`config.mk`:
```
export PLATFORM = sky130hd
export DESIGN_NAME = seg_scan_decoder
export DESIGN_NICKNAME = d
export VERILOG_FILES = /design/src/rtl/seg_scan_pkg.sv /design/src/rtl/seg7_to_bcd.sv /design/src/rtl/seg_scan_decoder.sv
export SDC_FILE = /design/constraint.sdc
export NUM_CORES = 1
export LEC_CHECK = 0
export BUFFER_PORTS_ARGS = -buffer_cell sky130_fd_sc_hd__buf_2
export CORE_MARGIN = 2
export CORE_UTILIZATION = 52
export CTS_CLUSTER_DIAMETER = 100
export DETAILED_ROUTE_END_ITERATION = 12
export PLACE_DENSITY = 0.74
export SYNTH_ARGS = -nofsm -noshare
export SYNTH_HDL_FRONTEND = slang
export SYNTH_SLANG_ARGS = --single-unit
```
`constraint.sdc`:
```
create_clock -name clk -period 1.7 [get_ports clk]
set_input_delay 0.51 -clock clk [delete_from_list [all_inputs] [get_ports clk]]
set_output_delay 0.51 -clock clk [all_outputs]
set_load 0.005 [all_outputs]
```
`src/rtl/seg_scan_pkg.sv`:
```
// Shared types and constants for the seven-segment scan decoder.
package seg_scan_pkg;

    localparam int unsigned NUM_DIGITS = 6;

    typedef enum logic [1:0] {
        S_IDLE,
        S_SETTLE,
        S_CAPTURE
    } state_t;

    // Segment patterns, bit order {g,f,e,d,c,b,a}, 1 = lit
    localparam logic [6:0] SEG_0 = 7'h3F;
    localparam logic [6:0] SEG_1 = 7'h06;
    localparam logic [6:0] SEG_2 = 7'h5B;
    localparam logic [6:0] SEG_3 = 7'h4F;
    localparam logic [6:0] SEG_4 = 7'h66;
    localparam logic [6:0] SEG_5 = 7'h6D;
    localparam logic [6:0] SEG_6 = 7'h7D;
    localparam logic [6:0] SEG_7 = 7'h07;
    localparam logic [6:0] SEG_8 = 7'h7F;
    localparam logic [6:0] SEG_9 = 7'h6F;
    localparam logic [6:0] SEG_A = 7'h77;
    localparam logic [6:0] SEG_B = 7'h7C;
    localparam logic [6:0] SEG_C = 7'h39;
    localparam logic [6:0] SEG_D = 7'h5E;
    localparam logic [6:0] SEG_E = 7'h79;
    localparam logic [6:0] SEG_F = 7'h71;

    // True when two or more select bits are set
    function automatic logic multi_hot(input logic [NUM_DIGITS-1:0] v);
        return |(v & (v - 6'd1));
    endfunction

endpackage

```
`src/rtl/seg7_to_bcd.sv`:
```
// Combinational seven-segment pattern to digit value decoder.
// Define SEG_DECODE_HEX_EN to also decode the A-F patterns; otherwise they
// are reported as invalid.
module seg7_to_bcd
    import seg_scan_pkg::*;
(
    input  logic [6:0] seg,
    output logic [3:0] value,
    output logic       valid
);

    // Table lookup; unknown patterns yield 4'hF with valid low
    always_comb begin
        value = 4'hF;
        valid = 1'b0;
        case (seg)
            SEG_0: begin value = 4'h0; valid = 1'b1; end
            SEG_1: begin value = 4'h1; valid = 1'b1; end
            SEG_2: begin value = 4'h2; valid = 1'b1; end
            SEG_3: begin value = 4'h3; valid = 1'b1; end
            SEG_4: begin value = 4'h4; valid = 1'b1; end
            SEG_5: begin value = 4'h5; valid = 1'b1; end
            SEG_6: begin value = 4'h6; valid = 1'b1; end
            SEG_7: begin value = 4'h7; valid = 1'b1; end
            SEG_8: begin value = 4'h8; valid = 1'b1; end
            SEG_9: begin value = 4'h9; valid = 1'b1; end
`ifdef SEG_DECODE_HEX_EN
            SEG_A: begin value = 4'hA; valid = 1'b1; end
            SEG_B: begin value = 4'hB; valid = 1'b1; end
            SEG_C: begin value = 4'hC; valid = 1'b1; end
            SEG_D: begin value = 4'hD; valid = 1'b1; end
            SEG_E: begin value = 4'hE; valid = 1'b1; end
            SEG_F: begin value = 4'hF; valid = 1'b1; end
`else
`endif
            default: begin
                value = 4'hF;
                valid = 1'b0;
            end
        endcase
    end

endmodule

```
`src/rtl/seg_scan_decoder.sv`:
```
// Recovers six digit values from a multiplexed seven-segment scan bus.
// A digit is captured once its select has been stable for SETTLE_CYC cycles;
// a full set of six captures publishes a frame on digits_out.
// Hex digit decoding is enabled by defining SEG_DECODE_HEX_EN.
module seg_scan_decoder
    import seg_scan_pkg::*;
#(
    parameter int unsigned SETTLE_CYC  = 4,
    parameter int unsigned TIMEOUT_CYC = 50000
) (
    input  logic                      clk,
    input  logic                      rst,
    input  logic [6:0]                seg_in,
    input  logic [NUM_DIGITS-1:0]     digit_sel_in,
    output logic [NUM_DIGITS*4-1:0]   digits_out,
    output logic                      frame_valid,
    output logic                      frame_strobe,
    output logic                      decode_err
);

    localparam int unsigned CW = $clog2(SETTLE_CYC + 1);
    localparam int unsigned TW = $clog2(TIMEOUT_CYC + 1);
    localparam logic [CW-1:0] SETTLE_MAX = CW'(SETTLE_CYC);
    localparam logic [TW-1:0] TMO_MAX    = TW'(TIMEOUT_CYC);
    localparam logic [TW-1:0] TMO_LAST   = TW'(TIMEOUT_CYC - 1);

    logic [6:0]              seg_r;
    logic [NUM_DIGITS-1:0]   sel_r;
    state_t                  state, state_nxt;
    logic [CW-1:0]           cnt, cnt_nxt;
    logic [NUM_DIGITS-1:0]   lat_sel, lat_sel_nxt;
    logic                    capture;
    logic                    sel_multi, sel_onehot;
    logic [NUM_DIGITS-1:0]   bad_prev;
    logic [NUM_DIGITS-1:0]   seen, seen_nxt;
    logic                    frame_done;
    logic [NUM_DIGITS*4-1:0] shadow;
    logic [TW-1:0]           tmo;
    logic [3:0]              dec_value;
    logic                    dec_valid;

    seg7_to_bcd u_dec (
        .seg   (seg_r),
        .value (dec_value),
        .valid (dec_valid)
    );

    // Input registers: every downstream decision uses these copies
    always_ff @(posedge clk) begin
        if (rst) begin
            seg_r <= '0;
            sel_r <= '0;
        end else begin
            seg_r <= seg_in;
            sel_r <= digit_sel_in;
        end
    end

    always_comb begin
        sel_multi  = multi_hot(sel_r);
        sel_onehot = (|sel_r) && !sel_multi;
        frame_done = &seen;
    end

    // FSM state register
    always_ff @(posedge clk) begin
        if (rst) begin
            state   <= S_IDLE;
            cnt     <= '0;
            lat_sel <= '0;
        end else begin
            state   <= state_nxt;
            cnt     <= cnt_nxt;
            lat_sel <= lat_sel_nxt;
        end
    end

    // FSM next state: settle on a stable one-hot select, then capture once
    always_comb begin
        state_nxt   = state;
        cnt_nxt     = cnt;
        lat_sel_nxt = lat_sel;
        capture     = 1'b0;
        case (state)
            S_IDLE: begin
                if (sel_onehot) begin
                    state_nxt   = S_SETTLE;
                    cnt_nxt     = CW'(1);
                    lat_sel_nxt = sel_r;
                end
            end
            S_SETTLE: begin
                if (sel_r != lat_sel) begin
                    if (sel_onehot) begin
                        state_nxt   = S_SETTLE;
                        cnt_nxt     = CW'(1);
                        lat_sel_nxt = sel_r;
                    end else begin
                        state_nxt = S_IDLE;
                    end
                end else if (cnt == SETTLE_MAX) begin
                    state_nxt = S_CAPTURE;
                end else begin
                    cnt_nxt = cnt + 1'b1;
                end
            end
            S_CAPTURE: begin
                capture   = 1'b1;
                state_nxt = S_IDLE;
            end
            default: state_nxt = S_IDLE;
        endcase
    end

    // Frame completion clears the seen set before this cycle's capture lands
    always_comb begin
        seen_nxt = frame_done ? '0 : seen;
        if (capture) begin
            seen_nxt = seen_nxt | lat_sel;
        end
    end

    // Capture datapath, frame publication and error pulses
    always_ff @(posedge clk) begin
        if (rst) begin
            seen         <= '0;
            shadow       <= '0;
            digits_out   <= '0;
            frame_strobe <= 1'b0;
            decode_err   <= 1'b0;
            bad_prev     <= '0;
        end else begin
            seen         <= seen_nxt;
            frame_strobe <= frame_done;
            if (frame_done) begin
                digits_out <= shadow;
            end
            if (capture) begin
                for (int unsigned i = 0; i < NUM_DIGITS; i++) begin
                    if (lat_sel[i]) begin
                        shadow[i*4 +: 4] <= dec_value;
                    end
                end
            end
            // An illegal select held for many cycles reports only once
            decode_err <= (capture && !dec_valid) ||
                          (sel_multi && (sel_r != bad_prev));
            bad_prev   <= sel_multi ? sel_r : '0;
        end
    end

    // Frame age tracking; frame_valid drops as the counter saturates
    always_ff @(posedge clk) begin
        if (rst) begin
            tmo         <= '0;
            frame_valid <= 1'b0;
        end else if (frame_done) begin
            tmo         <= '0;
            frame_valid <= 1'b1;
        end else if (tmo != TMO_MAX) begin
            tmo <= tmo + 1'b1;
            if (tmo == TMO_LAST) begin
                frame_valid <= 1'b0;
            end
        end
    end

endmodule

```
==> impl_metrics.tcl <==
set metrics [dict create \
    timing.critical_path.mode_cell "sky130_fd_sc_hd__a21oi_2" \
    dieWidth_um 93.3 \
    first_global_vias 3235 \
    post_synth_main_area_contributors "sky130_fd_sc_hd__dfxtp_1 (50%), sky130_fd_sc_hd__nand2_1 (5.9%), sky130_fd_sc_hd__nor2_1 (4.8%)" \
    pwr_dens_nw_per_um2 838 \
    critical_path.n_buffers_inverters 1 \
    synth_enable_flop_cells 0 \
    core_um2 7730 \
    cts.path.max_buffers 2 \
    path_max_fanout 6 \
    synth-seq-cells 103 \
    area_of_the_die_um2 8700 \
    tritoncts_clock_tree "built" \
    post-route-period-util_pct 107 \
    clock-sinks 103 \
    antenna_violating_nets_post_route 0 \
    area_added_between_synthesis_and_finish_pct 26.6 \
    critical_path_arrival_ns 2.13 \
    critPathCaptureType "flip-flop" \
    nNetsFinal 562 \
    synth_seq_area_share_pct 49.8 \
    combined_global_route_utilization_of_all_metal_layers_pct 20.6 \
    synthesis.nets 486 \
    synthFlopType "sky130_fd_sc_hd__dfxtp_1" \
    ys_async_sr_fraction_pct 0 \
    violations "setup timing" \
    hold_worst_slack_ns 0.346 \
    max_freq_mhz 548 \
    fin_worst_skew_ns 0.0124 \
    grt_overflow 0 \
    fillerInstances 604 \
    synth.cells.most_frequent "sky130_fd_sc_hd__dfxtp_1 (103), sky130_fd_sc_hd__nand2_1 (65), sky130_fd_sc_hd__nor2_1 (53), sky130_fd_sc_hd__a21oi_1 (39), sky130_fd_sc_hd__clkbuf_1 (24)" \
    timing.final.hold_violations 0 \
    via_count 3441 \
    syn_area_per_cell_um2 8.87 \
    p_leak_uw 0.00203 \
    synth.top_cell.area_share_pct 49.8 \
    cp_data_required_time_ns 2.00 \
    ioPinCount 42 \
    clk-insertion-delay-late_ns 0.37 \
    port_buffers 41 \
    syn-cell-area_um2 4140 \
    timing.critical_path.max_delay_family "simple AND/OR/NAND/NOR gates" \
    setup_ws_ns -0.126 \
    crit_type "flip-flop to flip-flop" \
    ctsHtreeMaxLevel 3 \
    place.detailed.hpwl_um 5900 \
    path_clk_slew_ns 0.10 \
    holdCritPathClass "input port to flip-flop" \
    min_period_ns 1.83 \
    insertedDiodeCount 0 \
    tritoncts.num_buffers 9 \
    timing.critical_path.from_type "flip-flop" \
    critPathMaxStageDelay_ns 0.54 \
    wl_um 8840 \
    drt_pre_antenna_iters 4 \
    synth_cell_type_count 46 \
    drc_errors 0 \
    worst-slew-pin-transition_ns 0.454 \
    place.gp.congestion 0.786 \
    drive_gt1_share_pct 29.1 \
    synthCells 467 \
    run_status "complete, but fails checks" \
    detail_route.iter0.violations 142 \
    rsz0062_at_grt "true" \
    global_route_wire_length_before_repair_um 14300 \
    setup_violations 28 \
    slew_headroom_pct 69.8 \
    maxCapViolCount 0 \
    initial_core_utilization_pct 53.6 \
    timing.critical_path.slowest_stage_cell "sky130_fd_sc_hd__or4_4" \
    post-synth-top-count-cell "sky130_fd_sc_hd__dfxtp_1" \
    ys_warnings 0 \
    wl_per_cell_um 13.6 \
    crit_chain "or4_4, a21oi_2, a21oi_2, nor4_2, buf_4, mux2i_1" \
    total_power_uw 4400 \
    final_max_slew_viol_count 0 \
    std_cell_rows 32 \
    avgViaCountPerCell 5.30 \
    grt_start_max_net_pins 56 \
    root_buf_cell "sky130_fd_sc_hd__clkbuf_8" \
    vdd.ir_drop.worst_v 0.000461 \
    antenna_found_initial 0 \
    dieHeight_um 93.3 \
    synth_area_leader_cell "sky130_fd_sc_hd__dfxtp_1" \
]
[worst paths after layout]
path / from / to / slack (ns) / depth (start not counted)
setup / recovery: sel_r[1]$_SDFF_PP0_ / lat_sel[3]$_SDFFE_PP0P_ / -0.13 / 6
hold / removal: digit_sel_in[0] / sel_r[0]$_SDFF_PP0_ / 0.35 / 2
setup reg to reg: sel_r[1]$_SDFF_PP0_ / lat_sel[3]$_SDFFE_PP0P_ / -0.13 / 6
hold reg to reg: shadow[10]$_SDFFE_PP0P_ / digits_out[10]$_SDFFE_PP0P_ / 0.45 / 2
[worst reg2reg max path, cell delays in order, from the launching register on]
cell	delay, ns
sky130_fd_sc_hd__dfxtp_2	0.33
sky130_fd_sc_hd__or4_4	0.54
sky130_fd_sc_hd__a21oi_2	0.15
sky130_fd_sc_hd__a21oi_2	0.08
sky130_fd_sc_hd__nor4_2	0.22
sky130_fd_sc_hd__buf_4	0.23
sky130_fd_sc_hd__mux2i_1	0.21
[area by class of cell]
| cell class | instances | area, µm² | share of cell area (%) |
|---|---|---|---|
| tap | 102 | 128 | 2.43 |
| clock inverter | 5 | 58.8 | 1.12 |
| clock buffer | 10 | 138 | 2.62 |
| timing repair buffer | 94 | 631 | 12.0 |
| sequential | 103 | 2070 | 39.4 |
| multi-input combinational | 329 | 2200 | 42.0 |
| inverter | 6 | 22.5 | 0.429 |
[stage by stage]
step / cell area [µm²] / utilization (%) / cells / setup WS, ns / setup TNS, ns
after floorplan: 4160 / - / 467 / -0.0615 / -0.437
after global placement: 4710 / 61.0 / 626 / -0.0468 / -0.256
after detailed placement: 4710 / 61.0 / 626 / -0.119 / -1.24
after CTS: 5010 / 64.8 / 646 / -0.112 / -1.55
after global routing: 5250 / 67.9 / 649 / -0.259 / -3.99
final: 5250 / 67.9 / 649 / -0.126 / -1.87
[logic make-up (layout without fill, tap and decap cells)]
group | after synthesis | in the layout | share of synthesized area [%]
AOI/OAI and AO/OA | 76 | 76 | 11.6
xor gates and xnor gates | 26 | 26 | 5.50
adders and majority gates | 5 | 5 | 1.45
buffers and inverters | 35 | 115 | 3.62
DFF | 103 | 103 | 49.8
muxes | 12 | 12 | 2.90
and+or+nand+nor | 210 | 210 | 25.2
[power breakdown]
part           switching [µW]  internal, µW
sequential               44.2          2460
clock                     837           713
combinational             174           171
total                    1050          3340
[cell usage in the layout, fill, tap and decap left out, types with 2 or more instances in the layout]
cell type	instances
sky130_fd_sc_hd__nor3b_1	3
sky130_fd_sc_hd__and2_1	12
sky130_fd_sc_hd__a21oi_1	34
sky130_fd_sc_hd__buf_4	48
sky130_fd_sc_hd__mux2i_1	12
sky130_fd_sc_hd__a21oi_2	7
sky130_fd_sc_hd__xor2_1	10
sky130_fd_sc_hd__a211oi_2	9
sky130_fd_sc_hd__a31oi_1	3
sky130_fd_sc_hd__nor2_2	2
sky130_fd_sc_hd__nor4b_2	3
sky130_fd_sc_hd__nand4_1	3
sky130_fd_sc_hd__buf_2	41
sky130_fd_sc_hd__xnor2_1	14
sky130_fd_sc_hd__or4_4	3
sky130_fd_sc_hd__nand3_1	10
sky130_fd_sc_hd__nor2b_1	19
sky130_fd_sc_hd__a31oi_4	4
sky130_fd_sc_hd__ha_1	4
sky130_fd_sc_hd__clkbuf_8	10
sky130_fd_sc_hd__nor3_2	3
sky130_fd_sc_hd__buf_6	4
sky130_fd_sc_hd__nand3b_1	3
sky130_fd_sc_hd__nor2_1	51
sky130_fd_sc_hd__dfxtp_2	4
sky130_fd_sc_hd__and3_1	3
sky130_fd_sc_hd__a211oi_1	3
sky130_fd_sc_hd__o21ai_0	4
sky130_fd_sc_hd__nand2_1	65
sky130_fd_sc_hd__o21ai_2	2
sky130_fd_sc_hd__nand2b_1	15
sky130_fd_sc_hd__or3_1	3
sky130_fd_sc_hd__dfxtp_1	99
sky130_fd_sc_hd__clkinvlp_4	2
sky130_fd_sc_hd__xnor2_2	2
sky130_fd_sc_hd__inv_1	6
[routing by layer]
metal	vias up	GRT usage (%)	share of wire (%)
met3	18	4.59	3.6
met1	1644	25.8	46
met4	0	7.97	1.6
met5	-	0	0
met2	68	34.5	49
li1	1711	-	-
[registers in the layout, summed over array words and instances (netlist names), 6 cells and up]
| signal | count |
|---|---|
| shadow | 24 |
| tmo | 16 |
| sel_r | 6 |
| seen | 6 |
| lat_sel | 6 |
| digits_out | 24 |
| seg_r | 7 |
| bad_prev | 6 |
[repair_timing]
| action | CTS | global route |
|---|---|---|
| hold buffers | 0 | 0 |
| setup buffers | 5 | 5 |
| endpoints found under the setup margin | 26 | 43 |
| resized for setup | 13 | 38 |
| pin swaps | 10 | 17 |
No activity file was read; power rests on OpenSTA's default activity.
